<file path="config.mk">
export PLATFORM = sky130hd
export DESIGN_NAME = cache_arbiter
export DESIGN_NICKNAME = d
export VERILOG_FILES = /design/src/rtl/cache_arbiter.sv
export SDC_FILE = /design/constraint.sdc
export NUM_CORES = 1
export LEC_CHECK = 0
export CAP_MARGIN = 20
export CORE_AREA = 5 5 539 541
export CTS_BUF_LIST = sky130_fd_sc_hd__clkbuf_4
export DETAILED_ROUTE_END_ITERATION = 10
export DIE_AREA = 0 0 544 546
export GPL_TIMING_DRIVEN = 1
export HOLD_SLACK_MARGIN = 0.1
export PLACE_DENSITY = 0.3
export SETUP_SLACK_MARGIN = 0.5
export SLEW_MARGIN = 20
export SYNTH_ARGS = -nofsm -noshare
export SYNTH_HDL_FRONTEND = slang
export SYNTH_SLANG_ARGS = --single-unit
</file>
<file path="constraint.sdc">
create_clock -name clk -period 2.1 [get_ports clk]
set_input_delay 0.315 -clock clk [delete_from_list [all_inputs] [get_ports clk]]
set_output_delay 0.315 -clock clk [all_outputs]
set_load 0.03 [all_outputs]
</file>
<file path="src/rtl/cache_arbiter.sv">
// cache_arbiter: shares one cacheline-wide memory port between the icache and the dcache.
// Define CACHE_ARB_ROUND_ROBIN_EN to alternate winners on conflicts; the default gives the dcache priority.
module cache_arbiter #(
  parameter int LINE_W = 256,
  parameter int ADDR_W = 32
) (
  input  logic              clk,
  input  logic              rst_n,
  input  logic              i_read,
  input  logic [ADDR_W-1:0] i_addr,
  output logic [LINE_W-1:0] i_rdata,
  output logic              i_resp,
  input  logic              d_read,
  input  logic              d_write,
  input  logic [ADDR_W-1:0] d_addr,
  input  logic [LINE_W-1:0] d_wdata,
  output logic [LINE_W-1:0] d_rdata,
  output logic              d_resp,
  output logic              mem_read,
  output logic              mem_write,
  output logic [ADDR_W-1:0] mem_addr,
  output logic [LINE_W-1:0] mem_wdata,
  input  logic [LINE_W-1:0] mem_rdata,
  input  logic              mem_resp
);

  // state  | meaning
  // IDLE   | sampling requests
  // I_BUSY | icache line read at memory
  // D_BUSY | dcache read or writeback at memory
  // DONE   | one-cycle resp to the owner
  localparam logic [1:0] IDLE   = 2'd0;
  localparam logic [1:0] I_BUSY = 2'd1;
  localparam logic [1:0] D_BUSY = 2'd2;
  localparam logic [1:0] DONE   = 2'd3;

  logic [1:0]        state_q, state_d;
  logic              op_write_q, op_write_d;
  logic              owner_q, owner_d;
  logic [ADDR_W-1:0] addr_q, addr_d;
  logic [LINE_W-1:0] wdata_q, wdata_d;
  logic [LINE_W-1:0] line_q, line_d;
  logic              d_req;
  logic              pick_dcache;
  logic              busy;

  assign d_req = d_read | d_write;

`ifdef CACHE_ARB_ROUND_ROBIN_EN
  // last_grant: 1 = dcache was granted most recently
  logic last_grant_q, last_grant_d;
  assign pick_dcache = d_req & (~i_read | ~last_grant_q);
`else
  assign pick_dcache = d_req;
`endif

  always_comb begin
    state_d    = state_q;
    op_write_d = op_write_q;
    owner_d    = owner_q;
    addr_d     = addr_q;
    wdata_d    = wdata_q;
    line_d     = line_q;
`ifdef CACHE_ARB_ROUND_ROBIN_EN
    last_grant_d = last_grant_q;
`endif
    case (state_q)
      IDLE: begin
        if (pick_dcache) begin
          state_d    = D_BUSY;
          op_write_d = d_write;
          addr_d     = d_addr;
          wdata_d    = d_wdata;
`ifdef CACHE_ARB_ROUND_ROBIN_EN
          last_grant_d = 1'b1;
`endif
        end else if (i_read) begin
          state_d    = I_BUSY;
          op_write_d = 1'b0;
          addr_d     = i_addr;
`ifdef CACHE_ARB_ROUND_ROBIN_EN
          last_grant_d = 1'b0;
`endif
        end
      end
      I_BUSY, D_BUSY: begin
        if (mem_resp) begin
          if (!op_write_q) line_d = mem_rdata;
          owner_d = (state_q == D_BUSY);
          state_d = DONE;
        end
      end
      default: state_d = IDLE;
    endcase
  end

  always_ff @(posedge clk or negedge rst_n) begin
    if (!rst_n) begin
      state_q    <= IDLE;
      op_write_q <= 1'b0;
      owner_q    <= 1'b0;
      addr_q     <= '0;
      wdata_q    <= '0;
      line_q     <= '0;
`ifdef CACHE_ARB_ROUND_ROBIN_EN
      last_grant_q <= 1'b0;
`endif
    end else begin
      state_q    <= state_d;
      op_write_q <= op_write_d;
      owner_q    <= owner_d;
      addr_q     <= addr_d;
      wdata_q    <= wdata_d;
      line_q     <= line_d;
`ifdef CACHE_ARB_ROUND_ROBIN_EN
      last_grant_q <= last_grant_d;
`endif
    end
  end

  // Strobes decode straight from the state flop so reset drops them without a clock edge.
  assign busy      = (state_q == I_BUSY) || (state_q == D_BUSY);
  assign mem_read  = busy & ~op_write_q;
  assign mem_write = busy & op_write_q;
  assign mem_addr  = addr_q;
  assign mem_wdata = wdata_q;
  assign i_resp    = (state_q == DONE) & ~owner_q;
  assign d_resp    = (state_q == DONE) & owner_q;
  assign i_rdata   = line_q;
  assign d_rdata   = line_q;

endmodule

</file>
Word level (Yosys, flattened, before mapping)
Index checks and enable logic that the tools add are counted.

Output and inout bits: 804. Bits in registers: 548. Input bits: 582.

Eq/ne operators: 5. Reduce and logical (&&, ||, !) cells: 9. Bitwise gates (word level): 7. Mux-type cells: 8.

Operators by type and width (count): $mux 32 (2); $reduce_and 2->1 (4); $mux 2 (3); $and 1x1->1 (4); $eq 2x2->1 const B (2); $pmux 2 s2 (1); $ne 3x3->1 const B (1); $reduce_and 3->1 (1); $eq 2x1->1 const B (1); $logic_not 2->1 (1); $mux 1 (2); $ne 2x2->1 const B (1); $not 1->1 (2); $reduce_bool 2->1 (1); $reduce_or 2->1 (1); $logic_or 1x1->1 (1); $or 1x1->1 (1).

Depth between registers and ports, before layout
Gate-level depths: netlist (run 1).

Depth after elaboration: 4. Depth in mapped cells: 8. Gate-level depth less buffers: 5.

Least setup slack after synthesis (run 1)
OpenSTA, ideal clock, no wires.

Kind: reg2reg. Start point: register state_q[1]. End point: register line_q[100] (netlist: d_rdata[100]). Clock period less this slack: 1.835 ns. Path slack: 0.265 ns. Stages on the path, launching flop included: 9. Setup time: 0.125 ns. Required time: 1.975 ns. Arrival: 1.710 ns. Cell sequence: dfrtp_1 > inv_1 > ha_1 > nand2_1 > or2_1 > buf_6 > buf_12 > buf_12 > mux2_4.

Word-level cells in the longest chain between the ends: 3. Elaborated cells between the ends (all ways): 4. Classes of those cells: 2 x eq/ne; 2 x reduce/logical.

RTL lines: from (decl) (RTL line 37) `logic [1:0] state_q, state_d;`; from (signal assigned) (RTL line 109) `state_q <= state_d;`; $eq 2x2->1 or $eq 2x1->1 (tied branches) (RTL line 67) `case (state_q)`; $reduce_or 2->1 (*) (RTL line 67); $reduce_and 3->1 (no line) (*); to (signal assigned) (RTL line 114) `line_q <= line_d;`; to (decl) (RTL line 42) `logic [LINE_W-1:0] line_q, line_d;`.

Mark *: on every way between the ends. The rest lies on a longest branch, timed or not. A chain may end at the register's enable or synchronous reset.

Final worst setup path (run 1)
Start point: register state_q[1]. End point: output mem_write.

Word-level cells in the longest chain between the ends: 3. Elaborated cells between the ends (all ways): 4. Classes of those cells: 2 x eq/ne; 1 x bitwise; 1 x reduce/logical.

RTL lines: $eq 2x1->1 or $eq 2x2->1 (tied branches) (RTL line 122) `assign busy = (state_q == I_BUSY) || (state_q == D_BUSY);`; $logic_or 1x1->1 (*) (RTL line 122); $and 1x1->1 (*) (RTL line 124) `assign mem_write = busy & op_write_q;`; to (decl) (RTL line 20) `output logic mem_write,`.

Marks and branches as above.

==> flow_metrics.tcl, run 1 <==
set metrics [dict create \
    min_period_ns 2.67 \
    finalHoldViolations 0 \
    mappedNetlistNets 2089 \
    whs_ns 0.363 \
    yosysWarnings 0 \
    ant_nets 0 \
    die_h_um 546 \
    cts_made_buffers 189 \
    end_kind "output pin" \
    h-tree-depth 4 \
    firstDrtPassIters 4 \
    first_global_vias 23900 \
    fin_crit_sh_pct 127 \
    slowest_delay_ns 0.39 \
    nFillCells 31100 \
    slew_viol_final 0 \
    fin_util_pct 18.9 \
    leakage_nw 23.3 \
    cp_top_family "buffers and inverters" \
    antenna_found_initial 126 \
    io_buffers 1385 \
    setup_ws_ns -0.571 \
    initial_core_util_pct 8.36 \
    setup_viol 299 \
    synth_area_leader_cell "dfrtp_1" \
    cts.path.max_buffers 4 \
    path_clk_slew_ns 0.07 \
    start_kind "flop" \
    hpwl_mm 148 \
    yosysSeqAreaShare_pct 57.7 \
    place.gp.congestion 0.769 \
    area_delta_synth_final_pct 126 \
    nNetsFinal 4394 \
    grt_setup_unrepaired "true" \
    drt_iter0_drc 568 \
    vias 21900 \
    synth_cell_types 25 \
    row_count 196 \
    max_freq_mhz 374 \
    grt_overflow 0 \
    clock_latency_ns 1.16 \
    synth.cell_area_mm2 0.0238 \
    syn_avg_cell_area_um2 15.8 \
    grt_pass1_wl_mm 229 \
    crit_arrival_ns 2.36 \
    violations "setup timing" \
    min_path_type "primary input to flop" \
    via_per_inst 2.83 \
    p_per_area_mw_per_mm2 1730 \
    path_class "flop to output pin" \
    cp_slowest_cell "dfrtp_1" \
    grt_usage_pct 11.4 \
    die_area_mm2 0.297 \
    fp.dieW_um 544 \
    worst-endpoint-required_ns 1.78 \
    drc_errors 0 \
    tritoncts "built" \
    clock_skew_ns 0.117 \
    crit_fanout 2 \
    regArea_mm2 0.0139 \
    synth_top_area_share_pct 57.7 \
    drive_gt1_share_pct 53.5 \
    multiInputGateArea_mm2 0.00750 \
    netlist_top_cells_area "dfrtp_1 58%, mux2_4 15%, mux2_2 13%, buf_4 8.1%, buf_12 1.9%" \
    status "finished, violations left" \
    tns_ns -40.12 \
    tightest_slew_ns 0.654 \
    netlist_instances 1504 \
    core_area_mm2 0.284 \
    pin_count 1386 \
    wl_per_cell_um 23.0 \
    path_buf_inv 4 \
    grt_start_max_net_pins 73 \
    cap_violations 0 \
    wl_mm 178 \
    p_total_mw 93.0 \
    ff2ff_setup_slack_ns -0.32 \
    clkSinkCount 548 \
    path_cells "inv_2 -> ha_4 -> buf_6 -> and2_4 -> buf_8 -> buf_12" \
    slew-limit-headroom_pct 56.2 \
    ys_ff_latch 548 \
    cts-root-buf "clkbuf_4" \
    vdd_drop_max_mv 0.840 \
]
## worst register-to-register path, stage by stage (launching register included)
cell and delay [ns]:
dfrtp_1 0.36, inv_2 0.06, ha_4 0.27, buf_4 0.10, buf_6 0.08, nand2_2 0.04, or2_4 0.25, buf_12 0.16
buf_16 0.22, buf_12 0.16, buf_4 0.17, buf_4 0.15, mux2_4 0.29
## metrics by stage
step	cells	cell area, µm²	worst slack, ns
after floorplan	1504	23800	0.313
after global placement	6433	40700	-0.113
after detailed placement	6433	40700	-0.123
after CTS	7645	52000	-0.850
after global routing	7715	53600	-0.833
final	7741	53600	-0.571
## report_power, final
part | internal, mW | leakage [nW] | total [mW] | switching [mW]
clock network | 5.98 | 1.35 | 11.7 | 5.72
logic | 28.4 | 15.7 | 58.0 | 29.6
registers | 16.4 | 6.31 | 23.3 | 6.82
## layout make-up
class                      instances  share of cell area, %
clock buffer                     271                   3.79
inverter                           3                 0.0257
multi-input combinational        630                   14.0
clock inverter                    46                  0.441
timing repair buffer            2437                   46.9
sequential                       548                   25.9
tap                             3762                   8.77
antenna                           44                  0.205
## Yosys cell counts, drive strengths merged
library cell    n
buf           318
nor2b           2
nor2            3
inv             3
nand2          33
nor4b           1
a22o            1
a21oi           2
o22ai           1
or2             1
or3             1
dfrtp         548
mux2i          32
mux2          514
ha              3
o21ai          33
and2            2
o31ai           1
clkbuf          5
## cell usage in the layout (no fill, tap or decap), drive strengths merged, types with 3 or more instances in the layout
master	instances
buf	1124
diode	44
inv	5
o21ai	33
nand2	33
clkinvlp	4
ha	3
mux2i	32
dlygate4sd3	724
mux2	514
clkdlybuf4s50	580
dfrtp	548
clkinv	39
nor2	3
clkbuf	280
## cell families (layout without fill, tap and decap cells)
logic type	count (synthesis)	after routing	synth area share, %
mux	546	546	29.5
compound gates	38	38	0.832
buf+inv	326	2757	11.1
fa+ha+maj	3	3	0.158
other cells	0	44	0
flops	548	548	57.7
simple gates	43	43	0.774
## layer usage
layer,global-route usage [%],part of all wire (%)
met1,13.3,40
met2,19.4,47
met3,4.56,9.6
met4,2.86,3.0
met5,0,0.30
## final timing paths
| path | from | to | cells past startpoint |
|---|---|---|---|
| min reg2reg | mem_addr[19]$_DFFE_PN0P_ | mem_addr[19]$_DFFE_PN0P_ | 2 |
| max in group asynchronous | rst_n | mem_wdata[32]$_DFFE_PN0P_ | 5 |
| max reg2reg | state_q[0]$_DFFE_PN0P_ | d_rdata[247]$_DFFE_PN0P_ | 12 |
| max | state_q[1]$_DFFE_PN0P_ | mem_write | 6 |
| min in group asynchronous | rst_n | d_rdata[244]$_DFFE_PN0P_ | 5 |
| min | d_wdata[28] | mem_wdata[28]$_DFFE_PN0P_ | 3 |
## registers in the layout, indices dropped and copies added, names as in the netlist
register,count
d_rdata,256
state_q,2
mem_addr,32
owner_q,1
mem_wdata,256
op_write_q,1
## timing repair
item,4_1_cts,5_1_grt
hold buffers,725,0
setup buffers,170,42
pin swaps,2,2
hold endpoints to repair,1096,0
resized for setup,4876,402
gates cloned,0,10
endpoints found under the setup margin,1293,1325
Power figures use the tool's default switching activity.
==> run 2: changes to the inputs <==
- PLACE_DENSITY: 0.3 -> not set
- SKIP_LAST_GASP: not set -> 1
==> run 2 against run 1 <==
Against the previous run: the run still ends with setup timing left; combinational power grew 11%; sequential share of layout area shrank 0.43 points; wire length grew 26%; cell count grew 0.37%; global-route usage grew 2.9 points; sequential cell count is the same; core utilization grew 0.27 points; count of clock-buffer cells in the layout shrank 35; worst hold slack lost 0.035 ns; first-iteration DRC count grew 110%; setup slack gained 0.11 ns.
==> flow_metrics.tcl, run 2 (synthesis results as in run 1) <==
set metrics [dict create \
    status "finished, violations left" \
    violations "setup timing" \
    cap_violations 0 \
    drc_errors 0 \
    dpl_cell_area_mm2 0.0403 \
    clock_skew_ns 0.105 \
    ff2ff_setup_slack_ns -0.24 \
    worstHoldStart "d_wdata[88]" \
    tritoncts "built" \
    hold_path_end "mem_wdata[88]$_DFFE_PN0P_" \
    grt_start_max_net_pins 68 \
    place.gp.congestion 0.891 \
    hpwl_mm 188 \
    path_buf_inv 4 \
    r2r-end "d_rdata[179]$_DFFE_PN0P_" \
    wl_mm 225 \
    fin_util_pct 19.1 \
    setup_ws_ns -0.463 \
    stdcell_area_mm2 0.0544 \
    initial_core_util_pct 8.36 \
    reg2reg_depth 10 \
    cts_made_buffers 171 \
    tightest_slew_ns 0.794 \
    path_class "flop to output pin" \
    leakage_nw 23.6 \
    ant_nets 0 \
    placed_cells 6429 \
    max_freq_mhz 390 \
    min_path_type "primary input to flop" \
    h-tree-depth 4 \
    p_total_mw 98.6 \
    vias 23200 \
    final_common_cell "dlygate4sd3_1" \
    nFillCells 30500 \
    p_per_area_mw_per_mm2 1810 \
    cts-root-buf "clkbuf_4" \
    dp_slack_ns -0.125 \
    grt_overflow 0 \
    path_clk_slew_ns 0.07 \
    slew_viol_final 0 \
    fin_crit_sh_pct 122 \
    slew-limit-headroom_pct 46.9 \
    cts.path.max_buffers 4 \
    grt_setup_unrepaired "true" \
    worst-endpoint-required_ns 1.78 \
    antenna_found_initial 225 \
    die_area_mm2 0.297 \
    end_kind "output pin" \
    io_buffers 1385 \
    drive_gt1_share_pct 52.0 \
    die_h_um 546 \
    start_kind "flop" \
    drt_iter0_drc 1174 \
    final_cells 7770 \
    first_global_vias 24800 \
    wl_per_cell_um 29.0 \
    nNetsFinal 4406 \
    cp_slowest_cell "dfrtp_1" \
    slowest_delay_ns 0.39 \
    area_delta_synth_final_pct 129 \
    finalHoldViolations 0 \
    grt_pass1_wl_mm 274 \
    fp.dieW_um 544 \
    row_count 196 \
    hold_depth 3 \
    via_per_inst 2.98 \
    pin_count 1386 \
    min_period_ns 2.56 \
    clkSinkCount 548 \
    grt_usage_pct 14.3 \
    vdd_drop_max_mv 0.964 \
    layout_common_cells "755 x dlygate4sd3_1, 687 x buf_6, 580 x clkdlybuf4s50_1" \
    r2r-start "state_q[1]$_DFFE_PN0P_" \
    multiInputGateArea_mm2 0.00749 \
    regArea_mm2 0.0139 \
    crit_arrival_ns 2.25 \
    path_cells "inv_2 -> ha_4 -> buf_6 -> inv_4 -> nor2_4 -> buf_12" \
    crit_fanout 4 \
    core_area_mm2 0.284 \
    clock_latency_ns 1.24 \
    cp_top_family "flip-flops" \
    setup_viol 344 \
    firstDrtPassIters 5 \
]
run 2: cell types whose count changed in the layout (fill, tap and decap cells not counted), moves of 5 or more:
cell	delta
dfrtp_2	-25
diode_2	+21
buf_12	+17
clkinv_1	+5
dfrtp_1	+25
dlygate4sd3_1	+31
clkinv_2	+5
buf_8	+71
clkbuf_4	-35
buf_6	-38
buf_4	-53
run 2: through the flow:
stage,TNS [ns],hold slack [ns]
after floorplan,0,0.0194
after global placement,-21.66,0.368
after global routing,-170.01,0.199
final,-42.43,0.328
after CTS,-202.40,0.100
after detailed placement,-20.62,0.380
run 2: how the worst max path moves through the flow:
stage                                 end  cells past startpoint                    from
2_1_floorplan    d_rdata[100]$_DFFE_PN0P_                      8  state_q[1]$_DFFE_PN0P_
3_3_place_gp    mem_wdata[68]$_DFFE_PN0P_                      5                 d_write
3_5_place_dp   mem_wdata[166]$_DFFE_PN0P_                      5                 d_write
4_1_cts                          mem_read                      6  state_q[1]$_DFFE_PN0P_
5_1_grt                          mem_read                      6  state_q[0]$_DFFE_PN0P_
6_report                         mem_read                      6  state_q[1]$_DFFE_PN0P_
run 2: repair_timing:
item / CTS / global route
setup buffers: 147 / 64
resized for setup: 4122 / 485
pin swaps: 2 / 1
endpoints found under the setup margin: 1311 / 1348
gates cloned: 0 / 14
hold buffers: 756 / 0
endpoints found under the hold margin: 1096 / 0
run 2: worst min-delay path: stages:
cell	delay (ns)
dlygate4sd3_1	0.54
clkdlybuf4s50_1	0.49
mux2_2	0.14
run 2: cell type report:
class	instances	area share [%]
Timing Repair Buffer	2467	47.9
Sequential cell	548	25.5
Multi-Input combinational cell	630	13.8
Tap cell	3762	8.65
Clock buffer	236	3.26
Clock inverter	59	0.593
Antenna cell	65	0.299
Inverter	3	0.0253
run 2: report_power, final:
part / switching, mW / internal [mW] / total [mW] / leakage, nW
registers: 6.55 / 16.4 / 22.9 / 6.34
clock network: 5.67 / 5.44 / 11.1 / 1.24
logic: 34.8 / 29.8 / 64.5 / 16.0
run 2: layer usage:
metal  GRT usage (%)  vias to the layer above  routed length, µm
li1                -                     9724                  -
met3            11.8                      592              43600
met2            21.1                     1619              92800
met1            15.1                    11100              78500
met4            4.61                      154               9490
met5               0                        -                973
==> run 3: changes to the inputs <==
- ABC_CLOCK_PERIOD_IN_PS: not set -> 2100
==> results of run 3 <==
Final layout, timing and power as in run 2 (identical DEF).
